## src/rtl/mips_isa_pkg.sv

```systemverilog
// Shared MIPS subset definitions: request kinds, opcode/funct values and the word encoder.
// Used by mips_instr_encoder (optional delay-slot padding via ENCODER_NOP_PAD_EN) and encoder_fifo.
package mips_isa_pkg;

  localparam logic [31:0] DEFAULT_BASE_ADDR = 32'h0000_3000;

  localparam logic [3:0] K_NOP  = 4'd0;
  localparam logic [3:0] K_ADDU = 4'd1;
  localparam logic [3:0] K_SUBU = 4'd2;
  localparam logic [3:0] K_JR   = 4'd3;
  localparam logic [3:0] K_LW   = 4'd4;
  localparam logic [3:0] K_SW   = 4'd5;
  localparam logic [3:0] K_LUI  = 4'd6;
  localparam logic [3:0] K_ORI  = 4'd7;
  localparam logic [3:0] K_BEQ  = 4'd8;
  localparam logic [3:0] K_JAL  = 4'd9;

  localparam logic [5:0] OP_SPECIAL = 6'b000000;
  localparam logic [5:0] OP_LW      = 6'b100011;
  localparam logic [5:0] OP_SW      = 6'b101011;
  localparam logic [5:0] OP_LUI     = 6'b001111;
  localparam logic [5:0] OP_ORI     = 6'b001101;
  localparam logic [5:0] OP_BEQ     = 6'b000100;
  localparam logic [5:0] OP_JAL     = 6'b000011;

  localparam logic [5:0] FN_ADDU = 6'b100001;
  localparam logic [5:0] FN_SUBU = 6'b100011;
  localparam logic [5:0] FN_JR   = 6'b001000;

  typedef struct packed {
    logic [31:0] addr;
    logic [31:0] instr;
  } tagged_word_t;

  function automatic logic [31:0] encode_instr(input logic [3:0]  kind,
                                               input logic [4:0]  rs,
                                               input logic [4:0]  rt,
                                               input logic [4:0]  rd,
                                               input logic [15:0] imm,
                                               input logic [25:0] target);
    logic [31:0] w;
    w = '0;
    case (kind)
      K_ADDU:  w = {OP_SPECIAL, rs, rt, rd, 5'b00000, FN_ADDU};
      K_SUBU:  w = {OP_SPECIAL, rs, rt, rd, 5'b00000, FN_SUBU};
      K_JR:    w = {OP_SPECIAL, rs, 15'b0, FN_JR};
      K_LW:    w = {OP_LW, rs, rt, imm};
      K_SW:    w = {OP_SW, rs, rt, imm};
      K_LUI:   w = {OP_LUI, 5'b00000, rt, imm};
      K_ORI:   w = {OP_ORI, rs, rt, imm};
      K_BEQ:   w = {OP_BEQ, rs, rt, imm};
      K_JAL:   w = {OP_JAL, target};
      default: w = '0;
    endcase
    return w;
  endfunction

  function automatic logic is_legal_kind(input logic [3:0] kind);
    return kind <= K_JAL;
  endfunction

  // Control transfers that get a NOP delay slot appended when padding is enabled
  function automatic logic needs_delay_slot(input logic [3:0] kind);
    return (kind == K_BEQ) || (kind == K_JAL) || (kind == K_JR);
  endfunction

endpackage

```

## src/rtl/encoder_fifo.sv

```systemverilog
// Synchronous FIFO of {addr, instr} words; the head holds the last popped word while empty.
// Part of mips_instr_encoder (optional feature macro ENCODER_NOP_PAD_EN lives in the top).
module encoder_fifo
  import mips_isa_pkg::*;
#(
  parameter int          DEPTH      = 4,
  parameter logic [31:0] RESET_ADDR = DEFAULT_BASE_ADDR
) (
  input  logic                     clk,
  input  logic                     reset,
  input  logic                     push,
  input  tagged_word_t             push_data,
  input  logic                     pop,
  output tagged_word_t             head,
  output logic                     full,
  output logic                     empty,
  output logic [$clog2(DEPTH):0]   count
);

  localparam int AW = $clog2(DEPTH);
  localparam int CW = AW + 1;

  tagged_word_t   mem [DEPTH];
  tagged_word_t   last_q;
  logic [AW-1:0]  wr_ptr_q;
  logic [AW-1:0]  rd_ptr_q;
  logic [CW-1:0]  count_q;
  logic           do_push;
  logic           do_pop;

  assign full    = (count_q == CW'(DEPTH));
  assign empty   = (count_q == '0);
  assign count   = count_q;
  assign do_push = push && !full;
  assign do_pop  = pop && !empty;
  assign head    = empty ? last_q : mem[rd_ptr_q];

  always_ff @(posedge clk) begin
    if (do_push) begin
      mem[wr_ptr_q] <= push_data;
    end
  end

  // Pointers wrap naturally because DEPTH is a power of two
  always_ff @(posedge clk) begin
    if (reset) begin
      wr_ptr_q <= '0;
      rd_ptr_q <= '0;
      count_q  <= '0;
      last_q   <= '{addr: RESET_ADDR, instr: 32'h0};
    end else begin
      if (do_push) begin
        wr_ptr_q <= wr_ptr_q + AW'(1);
      end
      if (do_pop) begin
        rd_ptr_q <= rd_ptr_q + AW'(1);
        last_q   <= mem[rd_ptr_q];
      end
      case ({do_push, do_pop})
        2'b10:   count_q <= count_q + CW'(1);
        2'b01:   count_q <= count_q - CW'(1);
        default: count_q <= count_q;
      endcase
    end
  end

endmodule

```

## src/rtl/mips_instr_encoder.sv

```systemverilog
// Encodes symbolic MIPS requests into PC-tagged machine words streamed through a small FIFO.
// Define ENCODER_NOP_PAD_EN to append a NOP delay slot after BEQ, JAL and JR.
module mips_instr_encoder
  import mips_isa_pkg::*;
#(
  parameter logic [31:0] BASE_ADDR  = DEFAULT_BASE_ADDR,
  parameter int          FIFO_DEPTH = 4
) (
  input  logic        clk,
  input  logic        reset,
  input  logic        req_valid,
  output logic        req_ready,
  input  logic [3:0]  req_kind,
  input  logic [4:0]  req_rs,
  input  logic [4:0]  req_rt,
  input  logic [4:0]  req_rd,
  input  logic [15:0] req_imm,
  input  logic [25:0] req_target,
  output logic        out_valid,
  input  logic        out_ready,
  output logic [31:0] out_instr,
  output logic [31:0] out_addr,
  output logic        err_illegal
);

  localparam int CW = $clog2(FIFO_DEPTH) + 1;

  localparam logic [0:0] S_EMIT = 1'b0;
  localparam logic [0:0] S_PAD  = 1'b1;

  logic [0:0]    state_q;
  logic [0:0]    state_d;
  logic [31:0]   pc_q;
  logic          err_q;
  logic          accept;
  logic          legal;
  logic          pad_push;
  logic          fifo_push;
  logic          fifo_full;
  logic          fifo_empty;
  logic [CW-1:0] fifo_count;
  tagged_word_t  fifo_data;
  tagged_word_t  fifo_head;

  // Ready depends only on registered state, never on out_ready
  assign req_ready = (state_q == S_EMIT) && (fifo_count < CW'(FIFO_DEPTH));
  assign accept    = req_valid && req_ready;
  assign legal     = is_legal_kind(req_kind);
  assign pad_push  = (state_q == S_PAD) && !fifo_full;
  assign fifo_push = pad_push || (accept && legal);

  always_comb begin
    fifo_data.addr  = pc_q;
    fifo_data.instr = pad_push ? 32'h0
                    : encode_instr(req_kind, req_rs, req_rt, req_rd, req_imm, req_target);
  end

  always_comb begin
    state_d = state_q;
`ifdef ENCODER_NOP_PAD_EN
    if (pad_push) begin
      state_d = S_EMIT;
    end else if (accept && legal && needs_delay_slot(req_kind)) begin
      state_d = S_PAD;
    end
`else
    state_d = S_EMIT;
`endif
  end

  always_ff @(posedge clk) begin
    if (reset) begin
      state_q <= S_EMIT;
      pc_q    <= BASE_ADDR;
      err_q   <= 1'b0;
    end else begin
      state_q <= state_d;
      err_q   <= accept && !legal;
      if (fifo_push) begin
        pc_q <= pc_q + 32'd4;
      end
    end
  end

  encoder_fifo #(
    .DEPTH      (FIFO_DEPTH),
    .RESET_ADDR (BASE_ADDR)
  ) u_fifo (
    .clk       (clk),
    .reset     (reset),
    .push      (fifo_push),
    .push_data (fifo_data),
    .pop       (out_valid && out_ready),
    .head      (fifo_head),
    .full      (fifo_full),
    .empty     (fifo_empty),
    .count     (fifo_count)
  );

  assign out_valid   = !fifo_empty;
  assign out_instr   = fifo_head.instr;
  assign out_addr    = fifo_head.addr;
  assign err_illegal = err_q;

endmodule

```

## config.mk

```make
export PLATFORM = sky130hd
export DESIGN_NAME = mips_instr_encoder
export DESIGN_NICKNAME = d
export VERILOG_FILES = /design/src/rtl/mips_isa_pkg.sv /design/src/rtl/encoder_fifo.sv /design/src/rtl/mips_instr_encoder.sv
export SDC_FILE = /design/constraint.sdc
export NUM_CORES = 1
export LEC_CHECK = 0
export CORE_MARGIN = 4
export CORE_UTILIZATION = 35
export CTS_CLUSTER_DIAMETER = 150
export CTS_CLUSTER_SIZE = 20
export DETAILED_ROUTE_END_ITERATION = 8
export PLACE_DENSITY = 0.51
export SYNTH_ARGS = -nofsm -noshare
export SYNTH_HDL_FRONTEND = slang
export SYNTH_HIERARCHICAL = 1
export SYNTH_SLANG_ARGS = --single-unit
```

## constraint.sdc

```tcl
create_clock -name clk -period 9.2 [get_ports clk]
set_input_delay 0.92 -clock clk [delete_from_list [all_inputs] [get_ports clk]]
set_output_delay 0.92 -clock clk [all_outputs]
set_load 0.005 [all_outputs]
```

==> insert_results.sql <==
INSERT INTO impl_metrics (metric_group, metric, value, unit) VALUES
('synth', 'ys.warnings.count', '6', ''),
('layout', 'drive_above_1_share', '0.182', ''),
('floorplanning', 'pin_count', '132', ''),
('synth', 'ys_async_sr_fraction', '0', ''),
('clocking', 'cts.reportedPaths.clkPinSlew', '0.08', 'ns'),
('clocking', 'number_of_post_cts_setup_repair_buffers', '0', ''),
('setup_path', 'critical_path_startpoint_category', 'flip-flop', ''),
('timing', 'report.final.hold_viol_count', '0', ''),
('setup_path', 'r2r-end', 'u_fifo/last_q[30]', ''),
('synth', 'synth_area_leader', 'sky130_fd_sc_hd__edfxtp_1', ''),
('floorplanning', 'initial_core_util', '0.357', ''),
('min_path', 'min-delay-start', 'u_fifo/last_q[47]', ''),
('timing', 'finalWorstPathRequiredPeriod', '4.33', 'ns'),
('floorplanning', 'fp.dieW', '213', 'um'),
('clocking', 'clk_path_buf_depth', '3', ''),
('synth', 'synth_area_per_cell', '16.6', 'um^2'),
('setup_path', 'cpLargestDelayFamily', 'buffers and inverters', ''),
('synth', 'netlist_top_cells_count', 'sky130_fd_sc_hd__edfxtp_1, sky130_fd_sc_hd__dfxtp_1, sky130_fd_sc_hd__a22o_1', ''),
('power', 'power_leakage', '5.69', 'nW'),
('setup_path', 'ff2ff_path_depth', '7', ''),
('synth', 'synth_largest_type_area_fraction', '0.523', ''),
('floorplanning', 'number_of_rows_created_at_floorplan', '74', ''),
('min_path', 'whs_path_depth', '1', ''),
('setup_path', 'critPathSlowestCell', 'sky130_fd_sc_hd__buf_4', ''),
('grt', 'via_count_of_the_first_global_routing_pass', '8245', ''),
('setup_path', 'setup.worst_path.end_class', 'output pin', ''),
('layout', 'area_growth_syn_to_layout', '15.9', '%'),
('setup_path', 'critical_path_class', 'flip-flop to output pin', ''),
('synth', 'synth-edff-count', '256', ''),
('detailed_routing', 'detail_route.first_pass.iterations', '5', ''),
('synth', 'synth_seq_area_share', '0.665', ''),
('setup_path', 'critical_path_arrival', '3.41', 'ns'),
('layout', 'design.final.nets', '1078', ''),
('grt', 'maximum_number_of_pins_on_one_net_before_global_route_repair', '69', ''),
('power', 'p_switching', '0.747', 'mW'),
('power', 'ir_worst_vdd', '102', 'uV'),
('grt', 'overall_routing_resource_usage', '0.140', ''),
('power', 'cellPowerDensity', '190', 'nW/um^2'),
('grt', 'grt_pass1_wl', '49500', 'um'),
('min_path', 'hold_class', 'flip-flop to flip-flop', ''),
('floorplanning', 'dieHeight', '213', 'um'),
('placed_design', 'detailed_place.area', '16400', 'um^2'),
('synth', 'post_synthesis_sequential_element_count', '360', ''),
('floorplanning', 'fp.dieArea', '45300', 'um^2'),
('setup_path', 'worst_r2r_startpoint', 'u_fifo/count[2]', ''),
('layout', 'fillers', '3711', ''),
('timing', 'min_period_over_period', '0.470', ''),
('placed_design', 'number_of_placed_instances_with_taps_included', '1515', ''),
('run_status', 'status', 'complete, no violations', ''),
('placed_design', 'routabilityCongestion', '0.742', ''),
('power', 'switching_share', '0.231', ''),
('timing', 'timing.final.setup_violations', '0', ''),
('setup_path', 'timing.critical_path.buf_inv', '2', ''),
('setup_path', 'crit_path_cell_trace', 'buf_4 > mux4_2 > mux2_2 > clkdlybuf4s50_1', ''),
('layout', 'post_layout_nonfiller_instances', '1554', ''),
('placed_design', 'post-dp-hpwl', '19000', 'um'),
('detailed_routing', 'detailroute.via_count', '8074', ''),
('power', 'clockPowerShare', '0.290', ''),
('timing', 'post-route-worst-setup-slack', '4.87', 'ns'),
('clocking', 'cts.repair.resized', '0', ''),
('clocking', 'cts_root_buffer', 'sky130_fd_sc_hd__clkbuf_16', ''),
('placed_design', 'placement.setup.worst_slack', '4.72', 'ns'),
('clocking', 'cts_hold_buffers', '0', ''),
('detailed_routing', 'avgRoutedWirePerCell', '20.5', 'um'),
('placed_design', 'numPortBuffers', '131', ''),
('min_path', 'hold_end', 'u_fifo/last_q[47]', ''),
('power', 'power.combinational.fraction', '0.152', ''),
('timing', 'final.setup_skew', '0.0129', 'ns'),
('timing', 'slew_viol_final', '0', ''),
('detailed_routing', 'iteration_0_drc_markers', '533', ''),
('timing', 'max_slew_margin', '0.269', '');
[worst reg2reg max path: stages, from the launching register on]
cell and delay [ns]:
sky130_fd_sc_hd__dfxtp_1 0.45, sky130_fd_sc_hd__nor3_4 0.22, sky130_fd_sc_hd__buf_4 0.74, sky130_fd_sc_hd__nor2b_1 0.26
sky130_fd_sc_hd__o31ai_4 0.20, sky130_fd_sc_hd__nor2b_4 0.84, sky130_fd_sc_hd__buf_4 0.57, sky130_fd_sc_hd__a22o_1 0.21
[worst max path at each step]
| stage | from | to | slack [ns] | depth (start not counted) |
|---|---|---|---|---|
| final | flip-flop | out_instr[3] | 4.87 | 4 |
| after global routing | flip-flop | out_addr[12] | 4.57 | 5 |
| after CTS | flip-flop | out_addr[31] | 4.71 | 4 |
| after detailed placement | req_kind[1] | u_fifo/mem[2][25] | 4.72 | 6 |
| after global placement | req_kind[1] | u_fifo/mem[3][13] | 4.79 | 6 |
| after floorplan | req_kind[2] | u_fifo/mem[0][0] | 5.55 | 5 |
[stage by stage]
stage | util | hold slack, ns
floorplan | - | 0.437
global placement | 0.399 | 0.449
detailed placement | 0.399 | 0.449
CTS | 0.413 | 0.476
global route | 0.413 | 0.486
finish | 0.413 | 0.473
[metal layers]
layer | wire [um] | GRT usage | part of all wire | up-vias
li1 | - | - | - | 3761
met1 | 15500 | 0.204 | 0.48 | 4166
met2 | 15000 | 0.230 | 0.47 | 126
met3 | 1090 | 0.0184 | 0.034 | 21
met4 | 382 | 0.0213 | 0.012 | 0
met5 | 0 | 0 | 0 | -
[flip-flops by register name, indices dropped and copies added, names as in the netlist, named ones only]
| register | count |
|---|---|
| u_fifo/rd_ptr_q | 2 |
| u_fifo/wr_ptr_q | 2 |
| pc_q | 30 |
| u_fifo/mem | 256 |
| u_fifo/last_q | 64 |
| u_fifo/count | 3 |
| err_illegal | 1 |
[area by class of cell]
| type | count | area (um^2) | area share |
|---|---|---|---|
| sequential | 360 | 9770 | 0.574 |
| multi-input combinational | 459 | 4520 | 0.265 |
| timing repair buffer | 142 | 1390 | 0.0816 |
| tap | 532 | 666 | 0.0391 |
| clock buffer | 37 | 586 | 0.0344 |
| inverter | 22 | 82.6 | 0.00485 |
| clock inverter | 1 | 8.76 | 0.000514 |
| antenna | 1 | 2.50 | 0.000147 |
[cells by family (layout without fill, tap and decap cells)]
kind of cell / after synthesis / count (layout) / share of synthesized area
AOI/OAI and AO/OA: 158 / 158 / 0.0853
xor gates and xnor gates: 12 / 12 / 0.00715
adders and majority gates: 7 / 7 / 0.00647
buffers and inverters: 75 / 202 / 0.0319
DFF: 360 / 360 / 0.665
muxes: 135 / 135 / 0.152
other: 1 / 13 / 0.000255
and+or+nand+nor: 135 / 135 / 0.0517
[layout by cell type (no fill, tap or decap), drive strengths merged, types with 9 or more instances in the layout]
cell,count
dfxtp,104
clkbuf,37
mux4,64
a21oi,20
inv,23
conb,12
nor2b,10
buf,12
o21ai,18
nand3,9
mux2,68
a22o,84
nand4,11
nand2,21
clkdlybuf4s50,130
nor2,36
edfxtp,256
xor2,10
[power groups by stage]
stage / clock network [mW] / registers [mW] / logic [mW]
after floorplan: 0 / 1.84 / 0.292
after global placement: 0 / 1.84 / 0.506
after detailed placement: 0 / 1.85 / 0.506
after CTS: 0.987 / 1.81 / 0.510
after global routing: 1.05 / 1.81 / 0.539
final: 0.939 / 1.81 / 0.494
(Power assumes the default switching activity.)
